[config.mk]
export PLATFORM = sky130hd
export DESIGN_NAME = icache_fetch_unit
export DESIGN_NICKNAME = d
export VERILOG_FILES = /design/src/rtl/icache_fetch_unit.sv
export SDC_FILE = /design/constraint.sdc
export NUM_CORES = 2
export LEC_CHECK = 0
export ABC_AREA = 1
export BUFFER_PORTS_ARGS = -buffer_cell sky130_fd_sc_hd__buf_4
export CORE_MARGIN = 2
export CORE_UTILIZATION = 56
export DETAILED_ROUTE_END_ITERATION = 16
export PLACE_DENSITY = 0.76
export SLEW_MARGIN = 0
export SYNTH_ARGS = -nofsm -noshare
export SYNTH_HDL_FRONTEND = slang
export SYNTH_SLANG_ARGS = --single-unit
[constraint.sdc]
create_clock -name clock -period 11 [get_ports clock]
set_clock_uncertainty 0.15 [all_clocks]
set_input_delay 2.2 -clock clock [delete_from_list [all_inputs] [get_ports clock]]
set_output_delay 2.2 -clock clock [all_outputs]
set_load 0.1 [all_outputs]
[src/rtl/icache_fetch_unit.sv]
// -----------------------------------------------------------------------------
// icache_fetch_unit
//
// Direct-mapped instruction cache with its refill controller. It sits between
// the IFU and DDR. Each request returns one line of DATA_W bits, which is a
// fetch group of four 32-bit instructions.
//
// Ports
//   clock, reset          single clock; synchronous active-high reset
//   pc_index_valid/ready  fetch request handshake from the IFU; the PC is
//                         carried on pc_index, and bits [3:0] are ignored
//   pc_operation_done     one-cycle pulse; pc_read_inst holds the fetch group
//                         in that cycle and is 0 in every other cycle
//   redirect_valid        frontend redirect; squashes the in-flight request
//   invalidate_all        fence.i; clears every line valid bit
//   ddr_req_*             refill request (valid/ready); address is line aligned
//   ddr_resp_*            refill response; one beat per request, valid only
//   hit_count/miss_count  saturating 32-bit statistics
// -----------------------------------------------------------------------------
module icache_fetch_unit #(
   parameter int LINES  = 16,
   parameter int PC_W   = 64,
   parameter int DATA_W = 128
) (
   input  logic              clock,
   input  logic              reset,
   input  logic              pc_index_valid,
   output logic              pc_index_ready,
   input  logic [PC_W-1:0]   pc_index,
   output logic              pc_operation_done,
   output logic [DATA_W-1:0] pc_read_inst,
   input  logic              redirect_valid,
   input  logic              invalidate_all,
   output logic              ddr_req_valid,
   input  logic              ddr_req_ready,
   output logic [PC_W-1:0]   ddr_req_addr,
   input  logic              ddr_resp_valid,
   input  logic [DATA_W-1:0] ddr_resp_data,
   output logic [31:0]       hit_count,
   output logic [31:0]       miss_count
);

   localparam int IDX_W = $clog2(LINES);
   localparam int LA_W  = PC_W - 4;        // line address width, pc[PC_W-1:4]
   localparam int TAG_W = LA_W - IDX_W;

   typedef enum logic [1:0] {IDLE, LOOKUP, MISS_REQ, MISS_WAIT} state_t;

   state_t              state_reg, state_next;
   logic [LA_W-1:0]     line_addr_reg;
   logic                flush_reg, flush_next;   // redirect seen during the miss
   logic                inval_reg, inval_next;   // invalidate seen during the miss
   logic [LINES-1:0]    valid_reg;
   logic [TAG_W-1:0]    tag_reg  [LINES];
   logic [DATA_W-1:0]   data_reg [LINES];
   logic [31:0]         hit_count_reg, miss_count_reg;

   logic [IDX_W-1:0]    cur_idx;
   logic [TAG_W-1:0]    cur_tag;
   logic                hit;
   logic                ready_c, done_c, req_valid_c, fill_c, hit_inc, miss_inc;
   logic [DATA_W-1:0]   inst_c;
   logic [LINES-1:0]    line_we;
   logic                accept;

   // The offset bits never matter: every request addresses a whole line.
   logic unused_pc_offset;
   assign unused_pc_offset = ^pc_index[3:0];

   assign cur_idx = line_addr_reg[IDX_W-1:0];
   assign cur_tag = line_addr_reg[LA_W-1:IDX_W];
   assign hit     = valid_reg[cur_idx] && (tag_reg[cur_idx] == cur_tag);

   // One write enable per line for the refill write.
   genvar gi;
   generate
      for (gi = 0; gi < LINES; gi++) begin : g_line_we
         assign line_we[gi] = fill_c && (cur_idx == IDX_W'(gi));
      end
   endgenerate

   // Next-state and output decode.
   always_comb begin
      state_next  = state_reg;
      flush_next  = flush_reg;
      inval_next  = inval_reg;
      ready_c     = 1'b0;
      done_c      = 1'b0;
      inst_c      = '0;
      req_valid_c = 1'b0;
      fill_c      = 1'b0;
      hit_inc     = 1'b0;
      miss_inc    = 1'b0;

      case (state_reg)
         IDLE: begin
            flush_next = 1'b0;
            inval_next = 1'b0;
            ready_c    = !redirect_valid;
            if (pc_index_valid && !redirect_valid) begin
               state_next = LOOKUP;
            end
         end

         LOOKUP: begin
            if (redirect_valid) begin
               state_next = IDLE;
            end else if (hit) begin
               done_c     = 1'b1;
               inst_c     = data_reg[cur_idx];
               hit_inc    = 1'b1;
               state_next = IDLE;
            end else begin
               miss_inc   = 1'b1;
               state_next = MISS_REQ;
            end
         end

         MISS_REQ: begin
            req_valid_c = 1'b1;
            if (redirect_valid) flush_next = 1'b1;
            if (invalidate_all) inval_next = 1'b1;
            if (ddr_req_ready) state_next = MISS_WAIT;
         end

         MISS_WAIT: begin
            if (redirect_valid) flush_next = 1'b1;
            if (invalidate_all) inval_next = 1'b1;
            if (ddr_resp_valid) begin
               fill_c = 1'b1;
               // The response is forwarded to the IFU in the same cycle,
               // unless the request was squashed by a redirect.
               if (!flush_reg && !redirect_valid) begin
                  done_c = 1'b1;
                  inst_c = ddr_resp_data;
               end
               flush_next = 1'b0;
               inval_next = 1'b0;
               state_next = IDLE;
            end
         end

         default: state_next = IDLE;
      endcase
   end

   // Handshake outputs are forced low while reset is held.
   assign pc_index_ready    = ready_c && !reset;
   assign pc_operation_done = done_c && !reset;
   assign pc_read_inst      = pc_operation_done ? inst_c : '0;
   assign ddr_req_valid     = req_valid_c && !reset;
   assign ddr_req_addr      = {line_addr_reg, 4'b0000};
   assign hit_count         = hit_count_reg;
   assign miss_count        = miss_count_reg;
   assign accept            = pc_index_ready && pc_index_valid;

   // Control state, valid bits and counters.
   always_ff @(posedge clock) begin
      if (reset) begin
         state_reg      <= IDLE;
         flush_reg      <= 1'b0;
         inval_reg      <= 1'b0;
         valid_reg      <= '0;
         hit_count_reg  <= '0;
         miss_count_reg <= '0;
      end else begin
         state_reg <= state_next;
         flush_reg <= flush_next;
         inval_reg <= inval_next;
         // An invalidate wins over a fill in the same cycle. A fill whose miss
         // overlapped an invalidate writes its data but leaves the line
         // invalid, because the fetched line may predate the fence.
         for (int i = 0; i < LINES; i++) begin
            if (invalidate_all) begin
               valid_reg[i] <= 1'b0;
            end else if (line_we[i] && !inval_reg) begin
               valid_reg[i] <= 1'b1;
            end
         end
         if (hit_inc && (hit_count_reg != 32'hFFFF_FFFF)) begin
            hit_count_reg <= hit_count_reg + 32'd1;
         end
         if (miss_inc && (miss_count_reg != 32'hFFFF_FFFF)) begin
            miss_count_reg <= miss_count_reg + 32'd1;
         end
      end
   end

   // Datapath storage; contents are qualified by valid_reg, so it needs no reset.
   always_ff @(posedge clock) begin
      if (accept) begin
         line_addr_reg <= pc_index[PC_W-1:4];
      end
      for (int i = 0; i < LINES; i++) begin
         if (line_we[i]) begin
            tag_reg[i]  <= cur_tag;
            data_reg[i] <= ddr_resp_data;
         end
      end
   end

endmodule
* After elaboration in Yosys (flattened, before gate mapping)
Memories as Yosys holds them, arrays and structs flattened. A register that Yosys moved wholly into a read port is not among the register bits.
Index checks and enable logic that the tools add are counted.
Widths: inputs -> output; s select.
** Storage, ports and cells
- Bits in registers :: 144
- Memory bits (writable) :: 2944
- Input port bits :: 199
- Output and inout bits :: 259
- Logic and storage cells :: 288
- Memories :: 2
** Cells by class
- Add/sub/neg operators :: 2
- Order comparisons :: 1
- Equal/unequal tests :: 24
- Mux-type cells :: 157
- Reductions and logical operators :: 80
** Memory list
- data_reg :: words 16, width 128, read ports 1, clocked after memory_dff 1, wr ports 1, line 55 : logic [DATA_W-1:0] data_reg [LINES];
- tag_reg :: words 16, width 56, read ports 1, clocked after memory_dff 1, wr ports 1, line 54 : logic [TAG_W-1:0] tag_reg [LINES];
** Operator list (count)
- $mux 128 :: 20
- $reduce_or 128->1 :: 15
- $mux 56 :: 15
- $reduce_or 56->1 :: 15
- $pmux 128 s2 :: 1
- $mux 4 :: 32
- $mux 1 :: 79
- $add 32x1->32 const B :: 2
- $ne 32x32->1 const B :: 2
- $eq 56x56->1 :: 1
- $logic_and 1x1->1 :: 41
- $eq 4x4->1 const B :: 8
- $eq 4x3->1 const B :: 4
- $mux 2 :: 5
- $eq 4x2->1 const B :: 2
- $pmux 2 s4 :: 1
- $ne 2x2->1 const B :: 3
- $pmux 1 s3 :: 2
- $lt 4x5->1 const B :: 1
- $bmux 1 s4 :: 1
- $eq 2x2->1 const B :: 2
- $eq 4x1->1 const B :: 1
- $logic_not 1->1 :: 4
- $logic_not 4->1 :: 1
- 6 further kinds :: 6

* Longest topological paths before layout
- Depth in word-level cells :: 21
- Mapped depth :: 24
- Gate-level depth less buffers :: 20

* Worst setup path after synthesis
Ideal clock, no wire load.
- Kind :: input -> register
- Start :: input ddr_resp_valid
- End :: memory data_reg[0][0] (enable)
- Setup time :: 733 ps
- Data arrival time :: 10589 ps
- Required time :: 10117 ps
- Path slack :: -472 ps
- Stages on the path :: 5
- Buffers on the path :: 1
- Path through :: nand2_1 nor2_1 clkbuf_1 nand2_1 nor2_1
** Between the ends
- Elaborated cells between the ends (all ways) :: 95
- Classes of those cells :: mux: 64; reduce/logical: 31
** RTL lines
- start: declaration :: line 37 : input logic ddr_resp_valid,
- $mux 1 :: line 129 : if (ddr_resp_valid) begin
- $mux 1 :: line 95 : case (state_reg)
- $logic_and 1x1->1 :: line 78 : assign line_we[gi] = fill_c && (cur_idx == IDX_W'(gi));
- via line_we[0] :: line 63 : logic [LINES-1:0] line_we;
- $mux 1 :: line 195 : if (line_we[i]) begin
- $mux 1 (not written as such) :: line 197 : data_reg[i] <= ddr_resp_data;
- $mux 1 (no source line) (15 in a row)
- end: declaration :: line 55
The timed path passes the listed nets, and every way through them passes these cells.

==> flow_summary_export.csv <==
group,metric,value,unit
power_and_ir_drop,power.static_leakage,49.4,nW
worst_setup_path,worst_path_most_repeated_cell,"nand2_1",
detailed_routing,drt_wl_total,348000,um
worst_setup_path,rrSetupSlack,4.93,ns
logic_synthesis,synth_top_flop_cell,"edfxtp_1",
sta,fmax,0.0992,GHz
sta,slew-limit-headroom,7.51,%
worst_setup_path,worstSetupStartpointType,"register",
placed_design,dpl.hpwl,171000,um
logic_synthesis,syn_area,0.126,mm2
logic_synthesis,synthAdderAreaFrac,0.0198,%
finish,layout_commonest_cell,"edfxtp_1",
global_route,grt_pass1_vias,85200,
clock_network,cts_root_buffer,"clkbuf_16",
placed_design,place_ws,2.05,ns
floorplan,start_util,56.2,%
sta,worstMarginPinSlew,1.39,ns
floorplan,die_w,479,um
detailed_routing,remaining_drc_errors,0,
clock_network,post_cts_buffers,0,
logic_synthesis,synth_seq_cells,3092,
flow_run,drv_cap,0,
logic_synthesis,synth-xor-area-share,0.0694,%
worst_setup_path,path_class,"reg2out",
clock_network,htreeDepth,5,
finish,fillCellCount,16100,
logic_synthesis,yosys_warnings,0,
logic_synthesis,synthSimpleGateAreaFrac,14.2,%
outcome,status,"completed",
hold_path,hold_class,"reg2reg",
sta,holdWs,0.301,ns
floorplan,core.rowCount,174,
finish,fin_cells,13900,
logic_synthesis,syn_inst,10400,
global_route,grt_pass1_wl,516000,um
finish,fin_nets,10900,
floorplan,ios,458,
floorplan,die-area,0.229,mm2
global_route,antenna_found_initial,39,
placed_design,placed_area,0.132,mm2
clock_network,cts_made_buffers,327,
detailed_routing,routed_via_density,6.29,
placed_design,port_buffers,449,
worst_setup_path,cpPeakStageDelay,1.04,ns
finish,largest_register_ffs,2048,
worst_setup_path,crit_slowest_cell,"dfxtp_4",
sta,maxSlewViolCount,0,
finish,final_cell_area,0.142,mm2
sta,fin_ws,0.918,ns
floorplan,design.core.area,0.224,mm2
logic_synthesis,synth_mux_area_share,0.00793,%
worst_setup_path,endpoint_kind,"output port",
power_and_ir_drop,power.total,24.9,mW
sta,rsz0062_at_grt,"no",
finish,mostFrequentLayoutCells,"edfxtp_1 (3004), nand2_1 (2629), nand3_1 (898)",
clock_network,clockBufferDepth,4,
sta,hold_violations,0,
logic_synthesis,yosys.area.top_type,"edfxtp_1",
clock_network,ctsHoldBuffers,0,
clock_network,cts_tree,"yes",
detailed_routing,first_pass_iters,6,
placed_design,dp.cells,13300,
clock_network,cts.sinks,3092,
floorplan,die_h,479,um
sta,fin_tns_setup,0,ns
clock_network,cts.reportedPaths.clkPinSlew,0.05,ns
finish,syn2layout_area_growth,12.5,%
logic_synthesis,synthTopCellsByArea,"edfxtp_1 (71%), nand2_1 (7.8%), nand3_1 (3.6%)",
logic_synthesis,syn_area_per_cell,12.1,um2
power_and_ir_drop,p_per_area,176,mW/mm2
clock_network,cts_resized,0,
sta,setup_viol,0,
sta,layout_min_cycle_time,10.08,ns
placed_design,gp_congestion,0.852,
global_route,grt_overflow,0,
logic_synthesis,synth_top_family_by_area,"simple AND/OR/NAND/NOR gates",
finish,drive_gt1_share,9.62,%
global_route,grt_use_total,29.6,%
logic_synthesis,async_flop_share,0,%
logic_synthesis,ys_seq_area_share,72.9,%
logic_synthesis,yosysTopAreaCellShare,71.5,%
logic_synthesis,synth-edff-count,3004,
finish,final_util,63.3,%
worst_setup_path,path_max_fanout,156,
detailed_routing,drt-initial-drc-count,11700,
worst_setup_path,cp_cell_sequence,"inv_8, buf_12, nand2_1, nand3_1, nand3_1, nand3_1, nand3b_1, nand2_1, nor2_1, nand2_1, nor2_1, nand2_1, nor2_4, nand3_4, nand2_1, nand2_4, buf_4, nor2_1, buf_4",
power_and_ir_drop,peakVddDrop,0.160,mV
detailed_routing,dr_total_vias,87400,
logic_synthesis,synth_compound_area_share,9.31,%
logic_synthesis,synth_cell_type_count,49,
global_route,grt_max_degree,247,
worst_setup_path,arrival,7.73,ns
sta,final.period_utilization,91.7,%
detailed_routing,route.detailed.wl_per_inst,25.0,um
detailed_routing,ant_nets,0,
clock_network,clock_latency,0.95,ns
worst_setup_path,required,8.65,ns
-- logic make-up after synthesis --
logic type | count (synthesis)
other cells | 1
fa+ha+maj | 2
flops | 3092
xor+xnor | 10
buf+inv | 1110
simple gates | 4386
mux | 1
compound gates | 1841
-- worst max-delay path, delay by kind of cell (launching register included) --
kind | cells | cell delay, ns
AND/OR/NAND/NOR | 15 | 3.57
buffers and inverters | 4 | 1.83
flip-flops | 1 | 1.04
-- report_power, final --
| group | internal (mW) | switching (mW) |
|---|---|---|
| registers | 12.9 | 0.0510 |
| logic | 0.450 | 1.17 |
| clock network | 5.94 | 4.43 |
-- synth_stat cells (79+ instances only) --
library cell  instances
edfxtp_1           3004
nand2_1            2630
nand3_1             898
nor2_1              708
a21oi_1             666
clkbuf_1            446
inv_1               398
o21ai_0             395
a221oi_1            235
buf_2               160
a32o_1              132
o21a_1              128
o22ai_1             119
buf_1                92
dfxtp_1              88
nand4_1              79
-- layer usage --
layer,part of all wire (%),up-vias,GRT usage [%]
met5,0.087,-,0
met4,4.2,48,13.2
met3,11,951,5.93
met2,48,5320,47.9
met1,37,42900,39.1
li1,-,38200,-
-- worst paths after layout --
| kind | cells after the start | to | start |
|---|---|---|---|
| worst max-delay path | 19 | pc_read_inst[40] | register |
| worst max register to register | 18 | hit_count[23] | register |
| worst min register to register | 2 | valid_reg[2] | valid_reg[2] |
| worst min-delay path | 2 | valid_reg[2] | valid_reg[2] |
-- final cells by class --
class                   count  area [um2]  share of cell area (%)
inverters                 405        1550                    1.09
clock inverters           179        1360                   0.960
clock buffers             393        8550                    6.02
repair buffers            583        4790                    3.37
multi-input cells        6244       30000                    21.1
flip-flops and latches   3092       92000                    64.8
well taps                2992        3740                    2.64
diodes                     18        45.0                  0.0317
Note: power is estimated with default switching activity, not from simulation.
